### src/rtl/ide_pio_pkg.sv
// Shared types and 50 MHz ATA PIO timing table for the IDE PIO cycle sequencer.
// Counts are in CPU clocks: T1 address setup, T2 strobe width, TR recovery.
package ide_pio_pkg;

    typedef enum logic [2:0] {
        IDLE,
        SETUP,
        STROBE,
        ACK,
        RECOVER
    } pio_state_t;

    typedef enum logic [1:0] {
        PH_T1,
        PH_T2,
        PH_TR
    } pio_phase_t;

    localparam int PIO_MAX = 4;
    localparam int CNT_W   = 5;

    // Clock count for one phase of one PIO mode; modes above PIO_MAX run as mode 4.
    function automatic logic [CNT_W-1:0] pio_count(input logic [2:0] mode,
                                                   input pio_phase_t phase);
        logic [CNT_W-1:0] t1;
        logic [CNT_W-1:0] t2;
        logic [CNT_W-1:0] tr;
        case (mode)
            3'd0:    begin t1 = 5'd4; t2 = 5'd9; tr = 5'd19; end
            3'd1:    begin t1 = 5'd3; t2 = 5'd7; tr = 5'd11; end
            3'd2:    begin t1 = 5'd2; t2 = 5'd5; tr = 5'd6;  end
            3'd3:    begin t1 = 5'd2; t2 = 5'd4; tr = 5'd4;  end
            default: begin t1 = 5'd2; t2 = 5'd4; tr = 5'd2;  end
        endcase
        case (phase)
            PH_T1:   return t1;
            PH_T2:   return t2;
            default: return tr;
        endcase
    endfunction

    function automatic logic [2:0] clamp_mode(input logic [2:0] d);
        return (d > 3'(PIO_MAX)) ? 3'(PIO_MAX) : d;
    endfunction

endpackage

### src/rtl/ide_iordy_sync.sv
// IORDY synchroniser: IORDY_SYNC-deep flop chain, reset to "ready" so a
// reset never looks like a stretch request.
module ide_iordy_sync #(
    parameter int IORDY_SYNC = 2
) (
    input  logic CLKCPU,
    input  logic RESET_n,
    input  logic IORDY,
    output logic iordy_sync
);

    logic [IORDY_SYNC-1:0] chain_reg;
    logic [IORDY_SYNC-1:0] stage_in;

    assign stage_in[0] = IORDY;

    generate
        for (genvar gi = 1; gi < IORDY_SYNC; gi++) begin : g_stage
            assign stage_in[gi] = chain_reg[gi-1];
        end
    endgenerate

    always_ff @(posedge CLKCPU or negedge RESET_n) begin
        if (!RESET_n) begin
            chain_reg <= '1;
        end else begin
            chain_reg <= stage_in;
        end
    end

    assign iordy_sync = chain_reg[IORDY_SYNC-1];

endmodule

### src/rtl/ide_pio_sequencer.sv
// ATA PIO cycle sequencer: turns each decoded IDE access into setup, strobe,
// IORDY stretch, DTACK and recovery phases timed from the programmed PIO mode.
module ide_pio_sequencer
    import ide_pio_pkg::*;
#(
    parameter int IORDY_TIMEOUT = 64,
    parameter int IORDY_SYNC    = 2
) (
    input  logic       CLKCPU,
    input  logic       RESET_n,
    input  logic       AS_CPU_n,
    input  logic       RW_n,
    input  logic       IDE_SEL,
    input  logic       IORDY,
    input  logic       CFG_WE,
    input  logic [2:0] CFG_D,
    output logic       IDE_IOR_n,
    output logic       IDE_IOW_n,
    output logic       DTACK_n,
    output logic       DATA_LE,
    output logic       BUSY,
    output logic       TIMEOUT_STS,
    output logic [2:0] MODE
);

    localparam int STR_W = $clog2(IORDY_TIMEOUT + 1);

    pio_state_t       state_reg, state_next;
    logic [CNT_W-1:0] cnt_reg, cnt_next;
    logic [STR_W-1:0] str_cnt_reg, str_cnt_next;
    logic [2:0]       cyc_mode_reg, cyc_mode_next;
    logic             cyc_read_reg, cyc_read_next;
    logic             abort_reg, abort_next;
    logic             timeout_set;

    logic [2:0]       mode_reg;
    logic             timeout_reg;
    logic             ior_n_reg;
    logic             iow_n_reg;
    logic             dtack_n_reg;
    logic             data_le_reg;
    logic             busy_reg;
    logic             iordy_s;

    ide_iordy_sync #(
        .IORDY_SYNC(IORDY_SYNC)
    ) u_iordy_sync (
        .CLKCPU    (CLKCPU),
        .RESET_n   (RESET_n),
        .IORDY     (IORDY),
        .iordy_sync(iordy_s)
    );

    always_ff @(posedge CLKCPU or negedge RESET_n) begin
        if (!RESET_n) begin
            state_reg    <= IDLE;
            cnt_reg      <= '0;
            str_cnt_reg  <= '0;
            cyc_mode_reg <= '0;
            cyc_read_reg <= 1'b1;
            abort_reg    <= 1'b0;
        end else begin
            state_reg    <= state_next;
            cnt_reg      <= cnt_next;
            str_cnt_reg  <= str_cnt_next;
            cyc_mode_reg <= cyc_mode_next;
            cyc_read_reg <= cyc_read_next;
            abort_reg    <= abort_next;
        end
    end

    always_comb begin
        state_next    = state_reg;
        cnt_next      = cnt_reg;
        str_cnt_next  = str_cnt_reg;
        cyc_mode_next = cyc_mode_reg;
        cyc_read_next = cyc_read_reg;
        abort_next    = abort_reg;
        timeout_set   = 1'b0;

        case (state_reg)
            IDLE: begin
                // Mode and direction are frozen here for the whole cycle.
                if (IDE_SEL && !AS_CPU_n) begin
                    state_next    = SETUP;
                    cnt_next      = pio_count(mode_reg, PH_T1) - 5'd1;
                    cyc_mode_next = mode_reg;
                    cyc_read_next = RW_n;
                    abort_next    = 1'b0;
                end
            end
            SETUP: begin
                if (AS_CPU_n) begin
                    state_next = RECOVER;
                    cnt_next   = pio_count(cyc_mode_reg, PH_TR) - 5'd1;
                end else if (cnt_reg == '0) begin
                    state_next   = STROBE;
                    cnt_next     = pio_count(cyc_mode_reg, PH_T2) - 5'd1;
                    str_cnt_next = '0;
                end else begin
                    cnt_next = cnt_reg - 5'd1;
                end
            end
            STROBE: begin
                if (cnt_reg != '0) begin
                    // An abort still honours the full minimum strobe width.
                    cnt_next = cnt_reg - 5'd1;
                    if (AS_CPU_n) begin
                        abort_next = 1'b1;
                    end
                end else if (abort_reg || AS_CPU_n) begin
                    state_next = RECOVER;
                    cnt_next   = pio_count(cyc_mode_reg, PH_TR) - 5'd1;
                end else if (iordy_s) begin
                    state_next = ACK;
                end else if (str_cnt_reg == STR_W'(IORDY_TIMEOUT)) begin
                    state_next  = ACK;
                    timeout_set = 1'b1;
                end else begin
                    str_cnt_next = str_cnt_reg + 1'b1;
                end
            end
            ACK: begin
                if (AS_CPU_n) begin
                    state_next = RECOVER;
                    cnt_next   = pio_count(cyc_mode_reg, PH_TR) - 5'd1;
                end
            end
            RECOVER: begin
                if (cnt_reg == '0) begin
                    state_next = IDLE;
                end else begin
                    cnt_next = cnt_reg - 5'd1;
                end
            end
            default: begin
                state_next = IDLE;
            end
        endcase
    end

    // Outputs are decoded from the next state so each one is a clean flop.
    always_ff @(posedge CLKCPU or negedge RESET_n) begin
        if (!RESET_n) begin
            ior_n_reg   <= 1'b1;
            iow_n_reg   <= 1'b1;
            dtack_n_reg <= 1'b1;
            data_le_reg <= 1'b0;
            busy_reg    <= 1'b0;
        end else begin
            ior_n_reg   <= !((state_next == STROBE) && cyc_read_next);
            iow_n_reg   <= !((state_next == STROBE) && !cyc_read_next);
            dtack_n_reg <= !(state_next == ACK);
            data_le_reg <= (state_reg == STROBE) && (state_next == ACK) && cyc_read_reg;
            busy_reg    <= (state_next != IDLE);
        end
    end

    // A timeout landing in the same clock as a config write is kept, not lost.
    always_ff @(posedge CLKCPU or negedge RESET_n) begin
        if (!RESET_n) begin
            mode_reg    <= '0;
            timeout_reg <= 1'b0;
        end else begin
            if (CFG_WE) begin
                mode_reg <= clamp_mode(CFG_D);
            end
            if (timeout_set) begin
                timeout_reg <= 1'b1;
            end else if (CFG_WE) begin
                timeout_reg <= 1'b0;
            end
        end
    end

    assign IDE_IOR_n   = ior_n_reg;
    assign IDE_IOW_n   = iow_n_reg;
    assign DTACK_n     = dtack_n_reg;
    assign DATA_LE     = data_le_reg;
    assign BUSY        = busy_reg;
    assign TIMEOUT_STS = timeout_reg;
    assign MODE        = mode_reg;

endmodule

### config.mk
export PLATFORM = sky130hd
export DESIGN_NAME = ide_pio_sequencer
export DESIGN_NICKNAME = d
export VERILOG_FILES = /design/src/rtl/ide_pio_pkg.sv /design/src/rtl/ide_iordy_sync.sv /design/src/rtl/ide_pio_sequencer.sv
export SDC_FILE = /design/constraint.sdc
export NUM_CORES = 1
export LEC_CHECK = 0
export CORE_ASPECT_RATIO = 2
export CORE_MARGIN = 3
export CORE_UTILIZATION = 40
export DETAILED_ROUTE_END_ITERATION = 8
export PLACE_DENSITY_LB_ADDON = 0.15
export SETUP_SLACK_MARGIN = 0.15
export SYNTH_ARGS = -nofsm -noshare
export SYNTH_HDL_FRONTEND = slang
export SYNTH_HIERARCHICAL = 1
export SYNTH_SLANG_ARGS = --single-unit
### constraint.sdc
create_clock -name CLKCPU -period 2.9 [get_ports CLKCPU]
set_input_delay 0.435 -clock CLKCPU [delete_from_list [all_inputs] [get_ports CLKCPU]]
set_output_delay 0.435 -clock CLKCPU [all_outputs]
set_load 0.05 [all_outputs]
Yosys cells after proc, flatten, opt, wreduce, memory -nomap -nowiden
Cells that the tools add are included.
Widths: inputs -> output; s select.
- bits of input ports: 10
- output and inout bits: 9
- bits in registers: 31
- logic and storage cells: 123
- add/subtract/negate cells: 7
- reduce and logical (&&, ||, !) cells: 25
- eq/ne operators: 23
- magnitude comparators: 1
- multiplexer cells: 53
- operators with widths (kind ; count):
    $mux 5 ; 18
    $mux 7 ; 6
    $mux 3 ; 10
    $sub 5x1->5 const B ; 6
    $pmux 5 s5 ; 1
    $ne 2x2->1 const B ; 11
    $pmux 5 s4 ; 1
    $eq 3x2->1 const B ; 6
    $pmux 3 s5 ; 1
    $pmux 7 s2 ; 1
    $mux 1 ; 12
    $pmux 4 s3 ; 1
    $reduce_bool 5->1 ; 2
    $eq 3x1->1 const B ; 3
    $logic_not 3->1 ; 3
    $add 7x1->7 const B ; 1
    $eq 7x7->1 const B ; 1
    $reduce_and 7->1 ; 1
    $pmux 3 s2 ; 1
    $reduce_bool 2->1 ; 3
    $logic_and 1x1->1 ; 5
    $logic_not 1->1 ; 5
    $logic_not 5->1 ; 1
    $reduce_and 5->1 ; 1
    other kinds (8) ; 8

Depth between registers and ports, before layout
Gate-level depths: netlist of run 1.
- word-level depth: 9
- mapped depth: 9

Hierarchy
Netlist of run 1, hierarchy kept.
- by module, submodules not included (module ; cells each ; area an instance (um^2) ; sequential area each (um^2) ; instances):
    ide_pio_sequencer ; 197 ; 1805.5 ; 730.7 ; 1
    ide_iordy_sync ; 2 ; 52.6 ; 52.6 ; 1

Worst setup path before layout of run 1
Ideal clock, no wire load.
- kind: reg2reg
- from: reg cnt_reg[0]
- to: reg cnt_reg[1]
- arrival time: 2027 ps
- setup time: 125 ps
- path slack: 749 ps
- stages on the path, launching flop included: 9
- clock period less this slack: 2151 ps
- path through: dfrtp_1 inv_1 ha_1 or4b_4 buf_6 nand3_1 nand3_2 a221o_1 mux2_2
- cells in the longest elaborated chain, start to end: 4
- elaborated cells on any way between the ends: 11
- those cells by class: add/sub (1); eq/ne (2); mux (5); reduce/logical (3)
- RTL lines (what ; RTL line ; source):
    start: declaration ; ide_pio_sequencer.sv:29 ; logic [CNT_W-1:0] cnt_reg, cnt_next;
    start signal: assignment ; ide_pio_sequencer.sv:64 ; cnt_reg <= cnt_next;
    $sub 5x1->5 or $logic_not 5->1 (tied branches) ; n/a ;
    $mux 5 ; ide_pio_sequencer.sv:96 ; end else if (cnt_reg == '0) begin
    $mux 5 ; ide_pio_sequencer.sv:93 ; if (AS_CPU_n) begin
    $pmux 5 s5 ; ide_pio_sequencer.sv:81 ; case (state_reg)
Parallel ways exist; a longest one is shown, timed or not. The select of a mux whose other input is x is not followed.
A chain may end at the register's enable or synchronous reset.

Final worst setup path of run 1
- from: reg state_reg[1]
- to: reg str_cnt_reg[5]
- cells in the longest elaborated chain, start to end: 3
- elaborated cells on any way between the ends: 11
- those cells by class: eq/ne (8); mux (1); reduce/logical (2)
- RTL lines (what ; RTL line ; source):
    start: declaration ; ide_pio_sequencer.sv:28 ; pio_state_t state_reg, state_next;
    start signal: assignment ; ide_pio_sequencer.sv:63 ; state_reg <= state_next;
    $eq 3x2->1 or $eq 3x1->1 (tied branches) ; ide_pio_sequencer.sv:81 ;
    $ne 2x2->1 (no source line) or $reduce_bool 2->1 (tied branches) ; n/a ;
    $reduce_and 7->1 (no source line) ; n/a ;
    end signal: assignment ; ide_pio_sequencer.sv:65 ; str_cnt_reg <= str_cnt_next;
    end: declaration ; ide_pio_sequencer.sv:30 ; logic [STR_W-1:0] str_cnt_reg, str_cnt_next;
Parallel ways exist; a longest one is shown, timed or not.

==> flow_metrics.tcl, run 1 <==
set metrics [dict create \
    status "finished, final reports clean" \
    p_leak_nw 0.911 \
    clk_pin_slew_worst_paths_ps 70 \
    core_area_mm2 0.00442 \
    synthArstFlopShare_pct 100 \
    power_w 0.00209 \
    cp_max_fo 14 \
    placed_area_mm2 0.00208 \
    final_cell_area_mm2 0.00220 \
    synth-edff-count 0 \
    synth_area_per_cell_um2 9.34 \
    ys_seq_elements 31 \
    skew_ps 9.90 \
    synth.distinct_cells 52 \
    n_fill_cell 422 \
    portBuffers 18 \
    ioPinCount 19 \
    slew_viol_final 0 \
    grt_first_pass_wirelength_um 7300 \
    multi_input_area_um2 955 \
    cts_hold_buf 0 \
    nNetsFinal 236 \
    gp_congestion 0.864 \
    grt_pass1_vias 1571 \
    ctsResizeCount 0 \
    grt_usage_pct 18.0 \
    drc 0 \
    die-width_um 54.2 \
    synthesis.area_mm2 0.00186 \
    cp.arrival_ps 2640 \
    fmax_mhz 409 \
    tightest_slew_ps 583 \
    synthFlopType "dfrtp_1" \
    clock_latency_ps 280 \
    ys_seq_area_share_pct 42.2 \
    cts.sinks 31 \
    start_util_pct 42.0 \
    synth_top_area_share_pct 33.7 \
    drtAntennaViolNets 0 \
    root_buffer "clkbuf_8" \
    tritoncts "done" \
    powerDensity_mw_per_mm2 949 \
    crit_path_start_kind "flip-flop" \
    cts.path.max_buffers 2 \
    synthTopCellsByArea "dfrtp_1 34%, dfstp_2 8.5%, ha_1 4.7%" \
    fin_tns_setup_ps 0 \
    firstDrtPassIters 4 \
    first_iter_violations 53 \
    ys_warn_count 6 \
    die_y_um 102 \
    largest_register_ff_count 7 \
    timing.final.crit_share_pct 84.3 \
    hold_viol_final 0 \
    worstPathRequired_ps 3090 \
    hold_class "reg2reg" \
    fp-row-count 34 \
    place_hpwl_um 3380 \
    vias_per_cell 5.74 \
    grt-ovfl-total 0 \
    end_kind "flip-flop" \
    grt_start_max_net_pins 32 \
    wl_um 4370 \
    register_area_um2 783 \
    htreeDepth 2 \
    wl_per_cell_um 16.0 \
    post_cts_buffers 0 \
    antenna_found_initial 0 \
    die-area_mm2 0.00555 \
    ir_drop_mv 0.516 \
    synth_top_cell_by_area "dfrtp_1" \
    rsz0062_at_grt "false" \
    crit_type "reg2reg" \
    antenna_cells 0 \
    min_period_ps 2450 \
    area_growth_pct 18.2 \
    syn_inst 199 \
    num_vias 1573 \
    maxCapViolations 0 \
    relSlewSlack_pct 61.0 \
    setup_violations 0 \
    drive_gt1_share_pct 12.3 \
    cts_buffers 5 \
    syn_nets 216 \
]
area by class of cell:
class	count	share of cell area [%]
multi-input cells	141	43.5
flip-flops and latches	31	35.6
repair buffers	21	9.23
clock buffers	6	3.76
inverters	19	3.25
well taps	54	3.08
clock inverters	2	1.59
routing by layer:
metal / track usage [%] / up-vias / wire length (um)
li1: - / 766 / -
met1: 19.0 / 749 / 1570
met2: 33.1 / 46 / 2510
met3: 3.21 / 12 / 155
met4: 7.29 / 0 / 129
met5: 0 / - / 0
cells in the mapped netlist, types with 5 or more instances:
library cell	instances
nand2_1	10
inv_1	19
dfrtp_1	25
o31ai_1	6
dfstp_2	6
nand2b_1	5
nor3_1	6
a21oi_1	12
nor2_1	10
o21ai_0	11
ha_1	7
nand3_1	13
per-stage QoR:
step	setup slack, ps	util, %	cells	hold slack [ps]
floorplan	749	-	199	139
global placement	471	47.0	266	350
detailed placement	419	47.0	266	351
CTS	445	49.7	274	359
global route	334	49.7	274	361
finish	454	49.7	274	357
cell families (layout without fill, tap and decap cells):
logic type	Yosys count	after routing	synth area share, %
mux	4	4	2.42
xor+xnor	6	6	2.83
compound gates	55	55	19.9
buf+inv	27	48	6.46
fa+ha+maj	7	7	4.71
flops	31	31	42.2
simple gates	69	69	21.6
where the power goes:
group          switching [W]  internal [W]
logic               0.000552      0.000395
registers           0.000150      0.000548
clock network       0.000163      0.000278
path summary, 6_finish.rpt:
kind	start	endpoint	slack, ps	cells past startpoint
min in group asynchronous	RESET_n	cnt_reg[2]$_DFFE_PN0P_	530	2
worst max register to register	state_reg[1]$_DFF_PN0_	str_cnt_reg[5]$_DFFE_PN0P_	450	5
max in group asynchronous	RESET_n	IDE_IOW_n$_DFF_PN1_	2040	2
worst min register to register	u_iordy_sync/chain_reg[0]$_DFF_PN1_	u_iordy_sync/chain_reg[1]$_DFF_PN1_	360	0
worst max-delay path	state_reg[1]$_DFF_PN0_	str_cnt_reg[5]$_DFFE_PN0P_	450	5
worst min-delay path	u_iordy_sync/chain_reg[0]$_DFF_PN1_	u_iordy_sync/chain_reg[1]$_DFF_PN1_	360	0
cell usage in the layout, fill, tap and decap left out, drive strengths merged, types with 3 or more instances in the layout:
cell type      Yosys  routed
nand2b             5       5
inv               19      19
dfstp              6       6
nor3               7       7
o22ai              3       3
a21oi             12      12
clkbuf             4       6
nand2             10      10
ha                 7       7
and3               3       3
nor2              10      10
xnor2              4       4
or3                4       4
o21ai             12      12
mux2               4       4
o21a               4       4
o211ai             3       3
clkdlybuf4s50      0      18
dfrtp             25      25
buf                4       3
o31ai              6       6
nand3             14      14
critical path, cell delays in order, from the launching register on:
cell     delay (ps)
dfrtp_1         590
or4b_2          650
a21oi_1         220
o21ai_2         180
or4_1           540
a21oi_1         180
No activity file was read; power rests on OpenSTA's default activity.
==> inputs of run 2 (changes only) <==
Clock period 2.9 ns to 2.1 ns, I/O delays scaled along.
==> run 2 against run 1 <==
The run now ends with setup timing left; highest routed layer unchanged; global-route usage grew 1.6 points; die area did not move; clock-buffer cell count did not move; maximum frequency up 15%.
==> flow_metrics.tcl, run 2 (synthesis gave the netlist of run 1 again) <==
set metrics [dict create \
    num_vias 1718 \
    area_growth_pct 39.9 \
    antenna_cells 0 \
    hold_viol_final 0 \
    fp-row-count 34 \
    fin_util_pct 58.8 \
    grt_pass1_vias 1751 \
    maxCapViolations 0 \
    clk_pin_slew_worst_paths_ps 70 \
    worst_slack_ps -22.9 \
    htreeDepth 2 \
    worstPathRequired_ps 2310 \
    core_area_mm2 0.00442 \
    n_fill_cell 392 \
    mostFrequentLayoutCells "39 x buf_4, 25 x dfrtp_1, 17 x inv_1, 17 x clkdlybuf4s50_1, 12 x nand3_1" \
    cts_buffers 5 \
    crit_path_start_kind "flip-flop" \
    grt-ovfl-total 0 \
    wl_per_cell_um 16.0 \
    mostFrequentLayoutCell "buf_4" \
    nNetsFinal 273 \
    cts_hold_buf 0 \
    tightest_slew_ps 580 \
    powerDensity_mw_per_mm2 1290 \
    rsz0062_at_grt "true" \
    die-area_mm2 0.00555 \
    antenna_found_initial 0 \
    gp_congestion 0.881 \
    portBuffers 18 \
    cp.arrival_ps 2330 \
    drtAntennaViolNets 0 \
    timing.final.crit_share_pct 101 \
    multi_input_area_mm2 0.00107 \
    hold_class "reg2reg" \
    final_cell_area_mm2 0.00260 \
    clock_latency_ps 290 \
    placed_area_mm2 0.00229 \
    cts.sinks 31 \
    end_kind "flip-flop" \
    cts.path.max_buffers 2 \
    p_leak_nw 1.11 \
    grt_usage_pct 19.6 \
    crit_type "reg2reg" \
    min_period_ps 2120 \
    tritoncts "done" \
    grt_first_pass_wirelength_um 7910 \
    drc 0 \
    skew_ps 10.7 \
    violations "setup timing" \
    root_buffer "clkbuf_8" \
    wl_um 4980 \
    slew_viol_final 0 \
    firstDrtPassIters 4 \
    cp_max_fo 8 \
    largest_register_ff_count 7 \
    ir_drop_mv 0.830 \
    die-width_um 54.2 \
    fmax_mhz 471 \
    relSlewSlack_pct 61.1 \
    ioPinCount 19 \
    start_util_pct 42.0 \
    vias_per_cell 5.52 \
    pre_cts_slack_ps -70.7 \
    first_iter_violations 38 \
    status "finished with violations" \
    register_area_um2 783 \
    die_y_um 102 \
    place_hpwl_um 3720 \
    drive_gt1_share_pct 32.7 \
    setup_violations 2 \
    grt_start_max_net_pins 32 \
]
## run 2: metal layers
| layer | GRT usage (%) | wire [um] |
|---|---|---|
| met5 | 0 | 0 |
| met2 | 36.8 | 2830 |
| met3 | 3.21 | 136 |
| met4 | 9.79 | 185 |
| met1 | 19.1 | 1820 |
## run 2: critical path, cell delays in order, from the launching register on
cell and delay (ps):
dfrtp_1 400, inv_2 90, ha_4 130, or4b_4 530, nor3_4 200, o21ai_4 110
or4_4 420, a21oi_2 160
## run 2: cell type report
type | count | share of cell area [%]
clock buffers | 6 | 3.18
clock inverters | 2 | 1.35
inverters | 19 | 2.74
multi-input cells | 141 | 41.3
flip-flops and latches | 31 | 30.1
well taps | 54 | 2.60
repair buffers | 58 | 18.7
## run 2: path summary, 6_finish.rpt
check	cells past startpoint	slack, ps	start	to
max	7	-20	cnt_reg[1]$_DFFE_PN0P_	str_cnt_reg[5]$_DFFE_PN0P_
min	0	360	u_iordy_sync/chain_reg[0]$_DFF_PN1_	u_iordy_sync/chain_reg[1]$_DFF_PN1_
max reg2reg	7	-20	cnt_reg[1]$_DFFE_PN0P_	str_cnt_reg[5]$_DFFE_PN0P_
min reg2reg	0	360	u_iordy_sync/chain_reg[0]$_DFF_PN1_	u_iordy_sync/chain_reg[1]$_DFF_PN1_
max in group asynchronous	2	1350	RESET_n	IDE_IOW_n$_DFF_PN1_
min in group asynchronous	2	420	RESET_n	cnt_reg[3]$_DFFE_PN0P_
## run 2: power breakdown
part | total [W] | switching (W) | internal [W]
Sequential | 0.000893 | 0.000135 | 0.000758
Combinational | 0.00184 | 0.000974 | 0.000863
Clock | 0.000623 | 0.000239 | 0.000384
## run 2: metrics by stage
stage	setup TNS, ps	hold WS (ps)	total power (W)	std cells
finish	-27.4	359	0.00335	311
global route	-314	364	0.00359	311
CTS	0	362	0.00324	304
detailed placement	-70.7	352	0.00253	292
global placement	-6.56	348	0.00251	292
floorplan	0	19.4	0.00195	199
## run 2: timing repair
| action | CTS | global route |
|---|---|---|
| pin swaps | 3 | 5 |
| buffers inserted | 4 | 7 |
| resized for setup | 11 | 17 |
| setup endpoints to repair | 16 | 21 |
| gates cloned | 0 | 0 |
==> edit, RTL diff (flow settings as in run 2) <==
Register the inputs `CFG_WE` and `CFG_D` before use, without a reset. The logic sees them one clock later. The other inputs are not delayed to match.
--- a/src/rtl/ide_pio_sequencer.sv
+++ b/src/rtl/ide_pio_sequencer.sv
@@ -24,6 +24,14 @@
 );
 
     localparam int STR_W = $clog2(IORDY_TIMEOUT + 1);
+
+    logic CFG_WE_q;
+    logic [2:0] CFG_D_q;
+
+    always_ff @(posedge CLKCPU) begin
+        CFG_WE_q <= CFG_WE;
+        CFG_D_q  <= CFG_D;
+    end
 
     pio_state_t       state_reg, state_next;
     logic [CNT_W-1:0] cnt_reg, cnt_next;
@@ -162,12 +170,12 @@
             mode_reg    <= '0;
             timeout_reg <= 1'b0;
         end else begin
-            if (CFG_WE) begin
-                mode_reg <= clamp_mode(CFG_D);
+            if (CFG_WE_q) begin
+                mode_reg <= clamp_mode(CFG_D_q);
             end
             if (timeout_set) begin
                 timeout_reg <= 1'b1;
-            end else if (CFG_WE) begin
+            end else if (CFG_WE_q) begin
                 timeout_reg <= 1'b0;
             end
         end
Function: changed (Yosys sat finds a counterexample within 4 cycles, from zero or initial values and one cycle with RESET_n low).
==> edit against run 2 <==
Cell count is 0.32% higher. Final area is 3.9% higher. Wire length stayed put. Clock skew is 0.0059 ns lower. Total power is 0.51% higher. Worst setup slack better by 0.061 ns. Sequential cell count is 4 higher. Synthesized area is 4.6% higher. Combinational power is 4% higher. Critical endpoint is now cnt_reg[4]$_DFFE_PN0P_.
==> edit: results (changes against run 2) <==
The flow ran to the end, and the final reports show no timing, DRC or antenna violations. The total setup buffers inserted after CTS came out at 8 (+4). The cell area after placement was 2370 µm² (+3.4%); the synthesized area per cell was 9.76 µm² (+4.6%).

The count of final setup violators is 0 (-2), and the fraction of the yosys area taken by sequential cells is 44.4% (+2.3 points). The maximum vdd ir drop is 0.695 mV (-16%). Post-synthesis adder-cell area fraction: 4.51% (-0.21 points). The pin slew with the least headroom to its limit came out at 0.516 ns (-0.0637 ns).

The run gives 0.0379 ns (+0.0608 ns) as the worst-case setup margin in the final layout. The tools report the worst-case clock skew as 0.00481 ns (-0.00592 ns). For the fraction of power consumed by combinational cells, the log shows 56.5% (+1.7 points).

The leakage power figure was 0.00113 µW (+1.7%). The tools report the wire length of the first global-routing pass as 8220 µm (+3.9%). The total global routing track utilization is 17.9% (-1.7 points), and the minimum hold slack is 0.358 ns (-0.00145 ns).

The multiplexer area fraction after synthesis was 2.77% (+0.34 points); the detailed-route via count was 1733 (+0.87%). By area the synthesized netlist is led by sky130_fd_sc_hd__dfrtp_1 32%, sky130_fd_sc_hd__dfstp_2 8.1%, sky130_fd_sc_hd__ha_1 4.5%, sky130_fd_sc_hd__dfxtp_1 4.1%, sky130_fd_sc_hd__a21oi_1 3.3%. The logs give 56 (+7.7%) for the distinct cell type count of the synthesized netlist and 34 (-11%) for the iteration-0 DRC count of the detailed router.

The post-synthesis share of cell area spent on xor and xnor gates came out at 2.70% (-0.12 points). The HPWL after detailed placement is 3580 µm (-3.7%), and the routed length per placed instance is 16.0 µm (-0.32%). The endpoint arrival time on the critical path was 2.27 ns (-0.06 ns). The maximum net fanout on the critical path is 5 (-3), and the share of the synthesized area in compound gates (AO/OA/AOI/OAI) is 19.4% (-0.42 points). The worst slack at placement was -0.177 ns (-0.106 ns).

Via count of the first global-routing pass: 1793 (+2.4%). Reported net switching power: 1380 µW (+2.2%).
edit: cell count changes after synthesis, moves of 3 or more:
cell                      before  now
sky130_fd_sc_hd__nand3_1      13    5
sky130_fd_sc_hd__nor4_1        1    4
sky130_fd_sc_hd__dfxtp_1       0    4
sky130_fd_sc_hd__nor3_1        6    2
sky130_fd_sc_hd__inv_1        19   16
sky130_fd_sc_hd__nor2_1       10   16
edit: cell type report:
type	count	area [µm²]
Fill cell	436	1940
Multi-Input combinational cell	139	1120
Sequential cell	35	863
Timing Repair Buffer	59	508
Clock buffer	6	72.6
Tap cell	55	68.8
Inverter	16	60.1
Clock inverter	2	12.5
edit: routing by layer:
metal / vias to the layer above / routed length (µm) / global-route usage (%) / part of all wire (%)
li1: 834 / - / - / -
met1: 836 / 1750 / 17.7 / 35
met2: 44 / 2830 / 33.1 / 57
met3: 19 / 197 / 4.08 / 4.0
met4: 0 / 199 / 9.57 / 4.0
met5: - / 0 / 0 / 0
